$ cat config.mk
export PLATFORM = sky130hd
export DESIGN_NAME = quaternary_merge_scheduler
export DESIGN_NICKNAME = d
export VERILOG_FILES = /design/src/rtl/quaternary_merge_scheduler.sv
export SDC_FILE = /design/constraint.sdc
export NUM_CORES = 1
export LEC_CHECK = 0
export CORE_MARGIN = 1.5
export CORE_UTILIZATION = 35
export DETAILED_ROUTE_END_ITERATION = 6
export GPL_TIMING_DRIVEN = 0
export PLACE_DENSITY_LB_ADDON = 0.2
export SLEW_MARGIN = 10
export SYNTH_ARGS = -nofsm -noshare
export SYNTH_HDL_FRONTEND = slang
export SYNTH_SLANG_ARGS = --single-unit
$ cat constraint.sdc
create_clock -name clock -period 17.5 [get_ports clock]
set_input_delay 3.5 -clock clock [delete_from_list [all_inputs] [get_ports clock]]
set_output_delay 3.5 -clock clock [all_outputs]
set_load 0.05 [all_outputs]
$ cat src/rtl/quaternary_merge_scheduler.sv
// Four-lane sorted-fiber merger: picks the live lane with the smallest coordinate
// each cycle and emits it through a one-entry registered output stage.
module quaternary_merge_scheduler #(
    parameter int COORD_W = 64,
    parameter int CNT_W   = 16
) (
    input  logic                 clock,
    input  logic                 reset,
    input  logic                 start,
    input  logic [3:0]           lane_mask,
    input  logic [4*COORD_W-1:0] lane_coord,
    input  logic [3:0]           lane_valid,
    input  logic [3:0]           lane_last,
    output logic [3:0]           lane_ready,
    output logic [COORD_W-1:0]   out_coord,
    output logic [1:0]           out_lane,
    output logic                 out_valid,
    output logic                 out_last,
    input  logic                 out_ready,
    output logic                 busy,
    output logic                 done,
    output logic [CNT_W-1:0]     beat_count
);

    localparam logic [1:0] ST_IDLE  = 2'd0;
    localparam logic [1:0] ST_MERGE = 2'd1;
    localparam logic [1:0] ST_DONE  = 2'd2;

    logic [1:0]         state_r;
    logic [1:0]         state_nxt_s;
    logic [3:0]         active_r;
    logic [3:0]         active_nxt_s;
    logic [COORD_W-1:0] out_coord_r;
    logic [1:0]         out_lane_r;
    logic               out_valid_r;
    logic               out_last_r;
    logic               busy_r;
    logic               done_r;
    logic [CNT_W-1:0]   beat_count_r;
    logic               all_valid_s;
    logic               slot_free_s;
    logic               pick_en_s;
    logic [1:0]         pick_lane_s;
    logic [3:0]         pick_oh_s;
    logic [3:0]         clear_s;

    // Lowest-index lane holding the unsigned minimum among the live lanes.
    function automatic logic [1:0] min_lane(input logic [3:0] live,
                                            input logic [4*COORD_W-1:0] coords);
        logic [COORD_W-1:0] best;
        logic               found;
        logic [1:0]         idx;
        best  = {COORD_W{1'b0}};
        found = 1'b0;
        idx   = 2'd0;
        for (int i = 0; i < 4; i++) begin
            if (live[i] && (!found || (coords[i*COORD_W +: COORD_W] < best))) begin
                best  = coords[i*COORD_W +: COORD_W];
                found = 1'b1;
                idx   = 2'(i);
            end else begin
                idx = idx;
            end
        end
        return idx;
    endfunction

    // Pick eligibility, lane pop and active-set update; non-live lanes never block a pick.
    always_comb begin
        all_valid_s  = &(lane_valid | ~active_r);
        slot_free_s  = !out_valid_r || out_ready;
        pick_lane_s  = min_lane(active_r, lane_coord);
        pick_oh_s    = 4'b0001 << pick_lane_s;
        pick_en_s    = (state_r == ST_MERGE) && (|active_r) && all_valid_s && slot_free_s;
        lane_ready   = 4'b0000;
        clear_s      = 4'b0000;
        if (pick_en_s) begin
            lane_ready = pick_oh_s;
            clear_s    = pick_oh_s & lane_last;
        end else begin
            lane_ready = 4'b0000;
        end
        active_nxt_s = active_r & ~clear_s;
    end

    // Round sequencing: leave MERGE only once the final beat has been accepted downstream.
    always_comb begin
        state_nxt_s = state_r;
        case (state_r)
            ST_IDLE: begin
                if (start) begin
                    state_nxt_s = (lane_mask != 4'b0000) ? ST_MERGE : ST_DONE;
                end else begin
                    state_nxt_s = ST_IDLE;
                end
            end
            ST_MERGE: begin
                if (out_valid_r && out_ready && out_last_r) begin
                    state_nxt_s = ST_DONE;
                end else begin
                    state_nxt_s = ST_MERGE;
                end
            end
            ST_DONE: state_nxt_s = ST_IDLE;
            default: state_nxt_s = ST_IDLE;
        endcase
    end

    // State, active set, status flags and beat counter.
    always_ff @(posedge clock or negedge reset) begin
        if (!reset) begin
            state_r      <= ST_IDLE;
            active_r     <= 4'b0000;
            busy_r       <= 1'b0;
            done_r       <= 1'b0;
            beat_count_r <= {CNT_W{1'b0}};
        end else begin
            state_r <= state_nxt_s;
            busy_r  <= (state_nxt_s == ST_MERGE) || (state_nxt_s == ST_DONE);
            done_r  <= (state_nxt_s == ST_DONE);
            if ((state_r == ST_IDLE) && start) begin
                active_r     <= lane_mask;
                beat_count_r <= {CNT_W{1'b0}};
            end else if (pick_en_s) begin
                active_r     <= active_nxt_s;
                beat_count_r <= beat_count_r + CNT_W'(1);
            end else begin
                active_r     <= active_r;
                beat_count_r <= beat_count_r;
            end
        end
    end

    // One-entry output slot: reload on a pick, drain on a handshake, otherwise hold.
    always_ff @(posedge clock or negedge reset) begin
        if (!reset) begin
            out_coord_r <= {COORD_W{1'b0}};
            out_lane_r  <= 2'd0;
            out_valid_r <= 1'b0;
            out_last_r  <= 1'b0;
        end else if (pick_en_s) begin
            out_coord_r <= lane_coord[pick_lane_s*COORD_W +: COORD_W];
            out_lane_r  <= pick_lane_s;
            out_valid_r <= 1'b1;
            out_last_r  <= (active_nxt_s == 4'b0000);
        end else if (out_valid_r && out_ready) begin
            out_valid_r <= 1'b0;
            out_last_r  <= 1'b0;
        end else begin
            out_valid_r <= out_valid_r;
            out_last_r  <= out_last_r;
        end
    end

    assign out_coord  = out_coord_r;
    assign out_lane   = out_lane_r;
    assign out_valid  = out_valid_r;
    assign out_last   = out_last_r;
    assign busy       = busy_r;
    assign done       = done_r;
    assign beat_count = beat_count_r;

endmodule
# [Yosys cells after proc, flatten, opt, wreduce, memory -nomap -nowiden]
# Cells that the tools add are included.
[totals] ff_bits=92 output_inout_bits=90 word_cells=70 inputBits=272
[op_classes] shift=2 eq_ne=3 n_reduce_logical=25 magnitude_cmp=3 addsub=1 bitwise=5 mux=22
[ops] operator="256-bit by 9-bit variable part select with 64-bit output" count=1
[ops] operator="64-bit < comparator" count=3
[ops] operator="64-bit two-way mux" count=3
[ops] operator="16-bit two-way mux" count=2
[ops] operator="16-bit by 1-bit adder with 16-bit output, second input constant" count=1
[ops] operator="4-bit two-way mux" count=4
[ops] operator="2-bit two-way mux" count=5
[ops] operator="1-bit logical AND" count=9
[ops] operator="4-bit AND" count=2
[ops] operator="4-bit inverter" count=2
[ops] operator="1-bit two-way mux" count=7
[ops] operator="1-bit logical OR" count=5
[ops] operator="2-bit by 1-bit == test with 1-bit output, second input constant" count=2
[ops] operator="1-bit logical NOT" count=4
[ops] operator="4-bit logical NOT" count=1
[ops] operator="4-bit bitwise OR" count=1
[ops] operator="2-bit case mux with 2 select lines" count=1
[ops] operator="4-bit AND reduction" count=1
[ops] operator="2-bit nonzero test" count=2
[ops] operator="4-bit nonzero test" count=1
[ops] operator="4-bit OR reduction" count=1
[ops] operator="1-bit by 2-bit left shift with 4-bit output, first input constant" count=1
[ops] operator="2-bit == test, second input constant" count=1
[ops] operator="2-bit logical NOT" count=1

# [Logic depth before layout (Yosys ltp)]
# Gate-level depths: netlist of the first run.
[depth] depth_word=20 ltp_mapped=47 ltp_nobuf=35

# [Worst setup path before layout of the first run]
# Ideal clock, no wire load.
[synth_path] path_kind="input port to output port" start="input lane_coord[43]" end="output lane_ready[0]" required_ps=14000 n_path_buf=9 arrival_ps=12310 path_stages=39 path_slack_ps=1690 path_cell_list="nand2_1 -> ha_1 -> a21oi_1 -> o21ai_1 -> a221o_1 -> a32o_1 -> a41oi_1 -> a21o_1 -> and2_1 -> clkbuf_1 -> clkbuf_1 -> clkbuf_1 -> a21oi_1 -> ha_1 -> nand4_1 -> nor3_1 -> nand4_1 -> o21bai_1 -> [... 3 more ...] -> buf_2 -> buf_2 -> buf_2 -> buf_2 -> o21a_1 -> ha_1 -> nand4_1 -> or2_1 -> or4b_1 -> or2_1 -> nor3_1 -> o21ai_0 -> and3_1 -> and2_4 -> buf_6 -> buf_6 -> nand2b_1 -> nor3_1"
[synth_between] elab_chain_len=15 word_cells_on_any_way=21 classes_between="order compare (3); shift (1); mux (9); reduce/logical (8)"
[synth_rtl] item="start: declaration" line_no="11" text="input logic [4*COORD_W-1:0] lane_coord,"
[synth_rtl] item="64-bit two-way mux (*)" line_no="57" text="if (live[i] && (!found || (coords[i*COORD_W +: COORD_W] < best))) begin"
[synth_rtl] item="64-bit < comparator" line_no="57"
[synth_rtl] item="1-bit logical OR" line_no="57"
[synth_rtl] item="1-bit logical AND" line_no="57"
[synth_rtl] item="64-bit two-way mux / 1-bit two-way mux (equally long branches)" line_no="57"
[synth_rtl] item="64-bit < comparator / 1-bit logical NOT (equally long branches)" line_no="57"
[synth_rtl] item="1-bit logical OR" line_no="57"
[synth_rtl] item="1-bit logical AND" line_no="57"
[synth_rtl] item="64-bit two-way mux / 1-bit two-way mux (equally long branches)" line_no="57"
[synth_rtl] item="64-bit < comparator / 1-bit logical NOT (equally long branches)" line_no="57"
[synth_rtl] item="1-bit logical OR" line_no="57"
[synth_rtl] item="1-bit logical AND" line_no="57"
[synth_rtl] item="2-bit two-way mux (*)" line_no="57"
[synth_rtl] item="1-bit by 2-bit left shift with 4-bit output (*)" line_no="73" text="pick_oh_s = 4'b0001 << pick_lane_s;"
[synth_rtl] item="4-bit two-way mux (*)" line_no="77" text="if (pick_en_s) begin"
[synth_rtl] item="end: declaration" line_no="14" text="output logic [3:0] lane_ready,"
# Mark *: on every way between the ends. The rest lies on a longest branch, timed or not.

# [Worst setup path in the final report of the first run]
[layout_path] start="input lane_coord[63]" end="output lane_ready[0]"
# Same word-level chain as after synthesis.

==> results_dict.tcl, run 1 <==
set metrics [dict create \
    ys_warn_count 0 \
    syn2layout_area_growth_pct 40.5 \
    outcome "complete, no violations" \
    leakage_nw 6.58 \
    first_iter_violations 978 \
    post-route-util_pct 50.2 \
    rows 65 \
    mostFrequentLayoutCells "clkdlybuf4s50_1 (356), nand2_1 (268), ha_1 (191)" \
    comb_power_share_pct 77.9 \
    ys_seq_elements 92 \
    syn-num-nets 1951 \
    num_vias 13300 \
    final_antenna_net_count 0 \
    grt_pass1_wl_mm 78.1 \
    place.gp.congestion 0.953 \
    grt_pass1_vias 12800 \
    slew_viol_final 0 \
    p_int_mw 1.13 \
    worst_setup_path_end_kind "primary output" \
    cp_top_family "simple AND/OR/NAND/NOR gates" \
    synth_edf_count 0 \
    gr-usage-all-layers_pct 31.0 \
    clk-insertion-delay-late_ps 380 \
    seq_area_frac_synth_pct 20.3 \
    antenna_found_initial 0 \
    rr_worst_depth 42 \
    grt_max_degree 65 \
    hold_depth 2 \
    cts_tree "done" \
    clockBufferDepth 2 \
    fin_crit_ps 17090 \
    dr.pass1.iters 5 \
    ir_drop_mv 0.0771 \
    wl_per_cell_um 23.4 \
    htreeDepth 3 \
    clock-sinks 92 \
    layout_commonest_cell "clkdlybuf4s50_1" \
    min_path_type "reg2reg" \
    avgSynthCellArea_sq_um 7.61 \
    period_share_pct 97.6 \
    die_height_um 183 \
    power.share.clock_pct 8.2 \
    syn_area_sq_mm 0.0113 \
    switching_share_pct 56.5 \
    worstPathRequired_ps 14000 \
    drc 0 \
    drv_cap 0 \
    synth.distinct_cells 65 \
    switchingPower_mw 1.47 \
    boundaryPins 362 \
    nets 2323 \
    startpoint_type "input port" \
    die_w_um 183 \
    seq_power_share_pct 13.9 \
    cp_max_fo 19 \
    power_density_mw_per_mm2 164 \
    via_per_inst 5.86 \
    grt-ovfl-total 0 \
    clk_pin_slew_ps 80 \
    relSlewSlack_pct 33.1 \
    criticalPathCategory "in2out" \
    worst_pin_slew_ps 1000 \
    core-area_sq_mm 0.0317 \
    hpwl_mm 42.2 \
    finalSetupViolCount 0 \
    skew_ps 14.5 \
    cpMostUsedCell "nand4_1" \
    rsz0062_at_grt "no" \
    finalSetupTns_ps 0 \
    critPathSlowestCell "clkdlybuf4s50_1" \
    cpPeakStageDelay_ps 600 \
    final-hold-violation-count 0 \
    synth_cells 1488 \
    drive_above_1_share_pct 5.09 \
    postCtsHoldBufs 0 \
    worstPathArrival_ps 13590 \
    ys.flop_type "dfrtp_1" \
    crit_buf_inv 9 \
    cts_made_buffers 9 \
    die_area_sq_mm 0.0334 \
    drt_wl_total_mm 53.1 \
    async_reset_ff_share_pct 100 \
    start_util_pct 35.7 \
    path_depth 41 \
    clockRootBuffer "clkbuf_16" \
    fmax_ghz 0.0585 \
    n_antenna_cell 0 \
    portBuffers 361 \
]
==> cell usage after synthesis (all sizes together) (2+ instances only) <==
| cell | count | area, sq um |
|---|---|---|
| nand4 | 32 | 200 |
| dfrtp | 92 | 2300 |
| nand2b | 6 | 37.5 |
| clkbuf | 60 | 225 |
| mux2i | 56 | 561 |
| a21o | 23 | 173 |
| o21a | 63 | 473 |
| or2 | 5 | 31.3 |
| and2 | 8 | 52.6 |
| nand3b | 2 | 15.0 |
| xnor2 | 3 | 26.3 |
| a21boi | 7 | 52.6 |
| a31o | 2 | 17.5 |
| o311ai | 2 | 17.5 |
| ha | 191 | 2390 |
| a21bo | 2 | 20.0 |
| a2111oi | 5 | 75.1 |
| buf | 24 | 144 |
| o22ai | 3 | 18.8 |
| a21oi | 113 | 566 |
| nor2 | 126 | 473 |
| a31oi | 7 | 43.8 |
| and4 | 5 | 43.8 |
| and3 | 8 | 50.1 |
| o221ai | 4 | 35.0 |
| xor2 | 12 | 105 |
| nor4 | 4 | 25.0 |
| o2111ai | 3 | 26.3 |
| a22oi | 58 | 435 |
| o311a | 2 | 20.0 |
| a221o | 9 | 90.1 |
| nand3 | 36 | 180 |
| nor3 | 17 | 90.1 |
| nor2b | 6 | 37.5 |
| nor4b | 2 | 17.5 |
| nand2 | 269 | 1010 |
| o31ai | 4 | 30.0 |
| o211ai | 10 | 75.1 |
| a211oi | 16 | 125 |
| o21ai | 153 | 766 |
| mux2 | 5 | 56.3 |
| or3 | 2 | 12.5 |
| inv | 20 | 75.1 |
==> tightest hold or removal path, cell delays in order, from the launching register on <==
cell and delay (ps):
dfrtp_1 350, nand2_1 50, nand2_1 50
==> timing repair <==
action | CTS | global route
pin swaps | 2 | 2
gates resized for setup | 61 | 15
buffers inserted | 2 | 0
setup endpoints to repair | 4 | 4
==> worst paths after layout <==
| path | start | end | slack [ps] |
|---|---|---|---|
| setup / recovery | lane_coord[63] | lane_ready[0] | 410 |
| hold / removal | out_lane[1] | out_lane[1] | 480 |
| setup reg to reg | active_r[0] | out_coord[10] | 5630 |
| hold reg to reg | out_lane[1] | out_lane[1] | 480 |
| max in group asynchronous | reset | out_coord[58] | 13840 |
| min in group asynchronous | reset | out_coord[13] | 3000 |
==> cells by family after synthesis <==
| logic type | synth area share, % |
|---|---|
| buf+inv | 3.92 |
| fa+ha+maj | 21.1 |
| xor+xnor | 1.16 |
| flops | 20.3 |
| compound gates | 27.6 |
| mux | 5.45 |
| simple gates | 20.4 |
==> flip-flops by register name (all words and copies together), names as in the netlist <==
name and count:
busy 1, done 1, active_r 4, out_valid 1, beat_count 16, out_last 1
state_r 2, out_coord 64, out_lane 2
==> metal layers <==
layer  wire [um]  vias to the layer above  GRT usage, %
met2       24600                      648          51.8
met5           0                        -             0
met4        1820                        0          11.0
met1       22400                     6301          40.2
met3        4260                      101          5.42
li1            -                     6235             -
==> stage by stage <==
step | power, mW | cells | setup slack [ps] | instance area [sq um] | hold WS, ps
final | 2.61 | 2267 | 415 | 15900 | 480
after global routing | 2.78 | 2267 | 32.1 | 15900 | 508
after CTS | 2.58 | 2269 | 87.5 | 15900 | 485
after detailed placement | 2.34 | 2252 | -2030 | 15500 | 467
after global placement | 2.32 | 2251 | -2010 | 15400 | 457
after floorplan | 1.63 | 1488 | 1690 | 11300 | 455
==> final cells by class <==
class,count,area [sq um]
inverters,20,75.1
flip-flops and latches,92,2300
plain buffers,81,434
repair buffers,364,3650
clock buffers,9,225
clock inverters,7,66.3
well taps,402,503
multi-input cells,1292,8650
fillers,3125,15800
==> power by group through the flow <==
stage	Combinational [mW]	Sequential, mW	Clock, mW
2_1_floorplan	1.01	0.627	0
4_1_cts	2.01	0.359	0.216
3_5_place_dp	1.98	0.361	0
3_3_place_gp	1.96	0.360	0
5_1_grt	2.19	0.370	0.222
6_report	2.03	0.361	0.215
(Power assumes the default switching activity.)
==> run 2: changes to the inputs <==
--- a/config.mk
+++ b/config.mk
@@ -5,11 +5,12 @@
 export SDC_FILE = /design/constraint.sdc
 export NUM_CORES = 1
 export LEC_CHECK = 0
+export CORE_ASPECT_RATIO = 1.25
 export CORE_MARGIN = 1.5
 export CORE_UTILIZATION = 35
 export DETAILED_ROUTE_END_ITERATION = 6
 export GPL_TIMING_DRIVEN = 0
-export PLACE_DENSITY_LB_ADDON = 0.2
+export PLACE_DENSITY_LB_ADDON = 0.08
 export SLEW_MARGIN = 10
 export SYNTH_ARGS = -nofsm -noshare
 export SYNTH_HDL_FRONTEND = slang
==> run 2 against run 1 <==
First-iteration DRC count is 8.6% higher. Sequential cell count stayed put. Combinational power hardly changed. Count of clock-buffer cells in the layout stayed put. Cell count is 0.84% higher. Largest power group unchanged. Highest routed layer unchanged.
==> results_dict.tcl, run 2 (synthesis results as in run 1) <==
set metrics [dict create \
    timing.hold.ws_ps 480 \
    critPathSlowestCell "or4b_1" \
    worstPathRequired_ps 14000 \
    die_area_sq_mm 0.0334 \
    mostFrequentLayoutCells "clkdlybuf4s50_1 (356), nand2_1 (268), ha_1 (191)" \
    clockRootBuffer "clkbuf_16" \
    layout_commonest_cell "clkdlybuf4s50_1" \
    cpPeakStageDelay_ps 640 \
    core-area_sq_mm 0.0319 \
    htreeDepth 3 \
    nets 2324 \
    rsz0062_at_grt "no" \
    drt_wl_total_mm 53.7 \
    route.met2.wl_mm 26.1 \
    die_height_um 204 \
    portBuffers 361 \
    worst_setup_path_end_kind "primary output" \
    criticalPathCategory "in2out" \
    p_total_mw 2.61 \
    finalSetupViolCount 0 \
    dr.pass1.iters 5 \
    slew_viol_final 0 \
    outcome "complete, no violations" \
    final_cell_area_sq_mm 0.0160 \
    r2r_slack_ps 5500 \
    drive_above_1_share_pct 5.09 \
    start_util_pct 35.5 \
    min_path_type "reg2reg" \
    cts_tree "done" \
    drv_cap 0 \
    ir_drop_mv 0.0831 \
    power_density_mw_per_mm2 164 \
    wl_met3_mm 4.13 \
    instances_no_fill 2286 \
    fmax_ghz 0.0582 \
    relSlewSlack_pct 29.9 \
    grt_pass1_wl_mm 77.8 \
    hpwl_mm 42.5 \
    wl_met1_mm 21.1 \
    clk-insertion-delay-late_ps 380 \
    largest_reg_flops 64 \
    grt_max_degree 55 \
    fin_crit_ps 17180 \
    rows 73 \
    grt-ovfl-total 0 \
    worst_pin_slew_ps 1050 \
    cts_made_buffers 9 \
    clock-sinks 92 \
    final-hold-violation-count 0 \
    post-route-util_pct 50.1 \
    first_iter_violations 1062 \
    worstPathArrival_ps 13680 \
    clockBufferDepth 2 \
    num_vias 13200 \
    boundaryPins 362 \
    antenna_found_initial 9 \
    die_w_um 164 \
    dpl-instance-area_sq_mm 0.0155 \
    place.gp.congestion 0.928 \
    clk_pin_slew_ps 90 \
    grt_pass1_vias 13200 \
    dr.max_layer_used "met4" \
    final_antenna_net_count 0 \
    startpoint_type "input port" \
    syn2layout_area_growth_pct 40.9 \
    via_per_inst 5.77 \
    skew_ps 10.5 \
    cp_max_fo 10 \
    gr-usage-all-layers_pct 31.4 \
    wl_per_cell_um 23.5 \
    drc 0 \
    period_share_pct 98.2 \
    leakage_nw 6.58 \
    dp_cells 2262 \
]
run 2: cell count changes in the layout (fill, tap and decap cells not counted), moves of 2 or more:
cell and change:
diode_2 +8, clkbuf_2 +4, clkinv_8 +4, clkbuf_4 -3, buf_2 +2, buf_4 -2, clkbuf_1 +2, clkinvlp_4 -2
inv_8 -2
run 2: through the flow:
stage / setup WS, ps / setup TNS [ps]
2_1_floorplan: 1690 / 0
3_3_place_gp: -1970 / -7090
3_5_place_dp: -2070 / -7350
4_1_cts: 8.58 / 0
5_1_grt: 2.32 / 0
6_report: 321 / 0
run 2: where the power goes:
part / internal [mW] / switching [mW]
logic: 0.726 / 1.31
clock network: 0.104 / 0.117
registers: 0.303 / 0.0558
run 2: final cells by class:
cell class / instances / area (sq um)
buffer: 83 / 419
sequential: 92 / 2300
fill: 3170 / 15900
multi-input combinational: 1292 / 8670
timing repair buffer: 363 / 3640
clock inverter: 7 / 93.8
tap: 412 / 515
clock buffer: 9 / 225
antenna: 8 / 20.0
inverter: 20 / 75.1
run 2: final timing paths:
path	from	end	cells after the start
worst max-delay path	lane_coord[63]	lane_ready[0]	42
worst min-delay path	out_lane[1]	out_lane[1]	2
worst max register to register	active_r[0]	out_coord[28]	42
worst min register to register	out_lane[1]	out_lane[1]	2
max in group asynchronous	reset	out_coord[36]	2
min in group asynchronous	reset	beat_count[9]	1
run 2: worst max-delay path, delay by kind of cell:
| family | cells | cell delay, ps |
|---|---|---|
| compound gates | 9 | 1660 |
| fa+ha+maj | 3 | 1000 |
| buf+inv | 10 | 2460 |
| simple gates | 20 | 5010 |
run 2: metal layers:
layer	global-route usage [%]	up-vias
li1	-	6222
met1	36.7	6271
met2	54.3	597
met3	6.62	109
met4	15.1	0
met5	0	-
run 2: repair_timing:
item	in CTS	in global routing
pin swaps	1	2
cloned	0	0
setup buffers	1	0
gates resized for setup	52	13
hold buffers	0	0
endpoints found under the setup margin	4	4
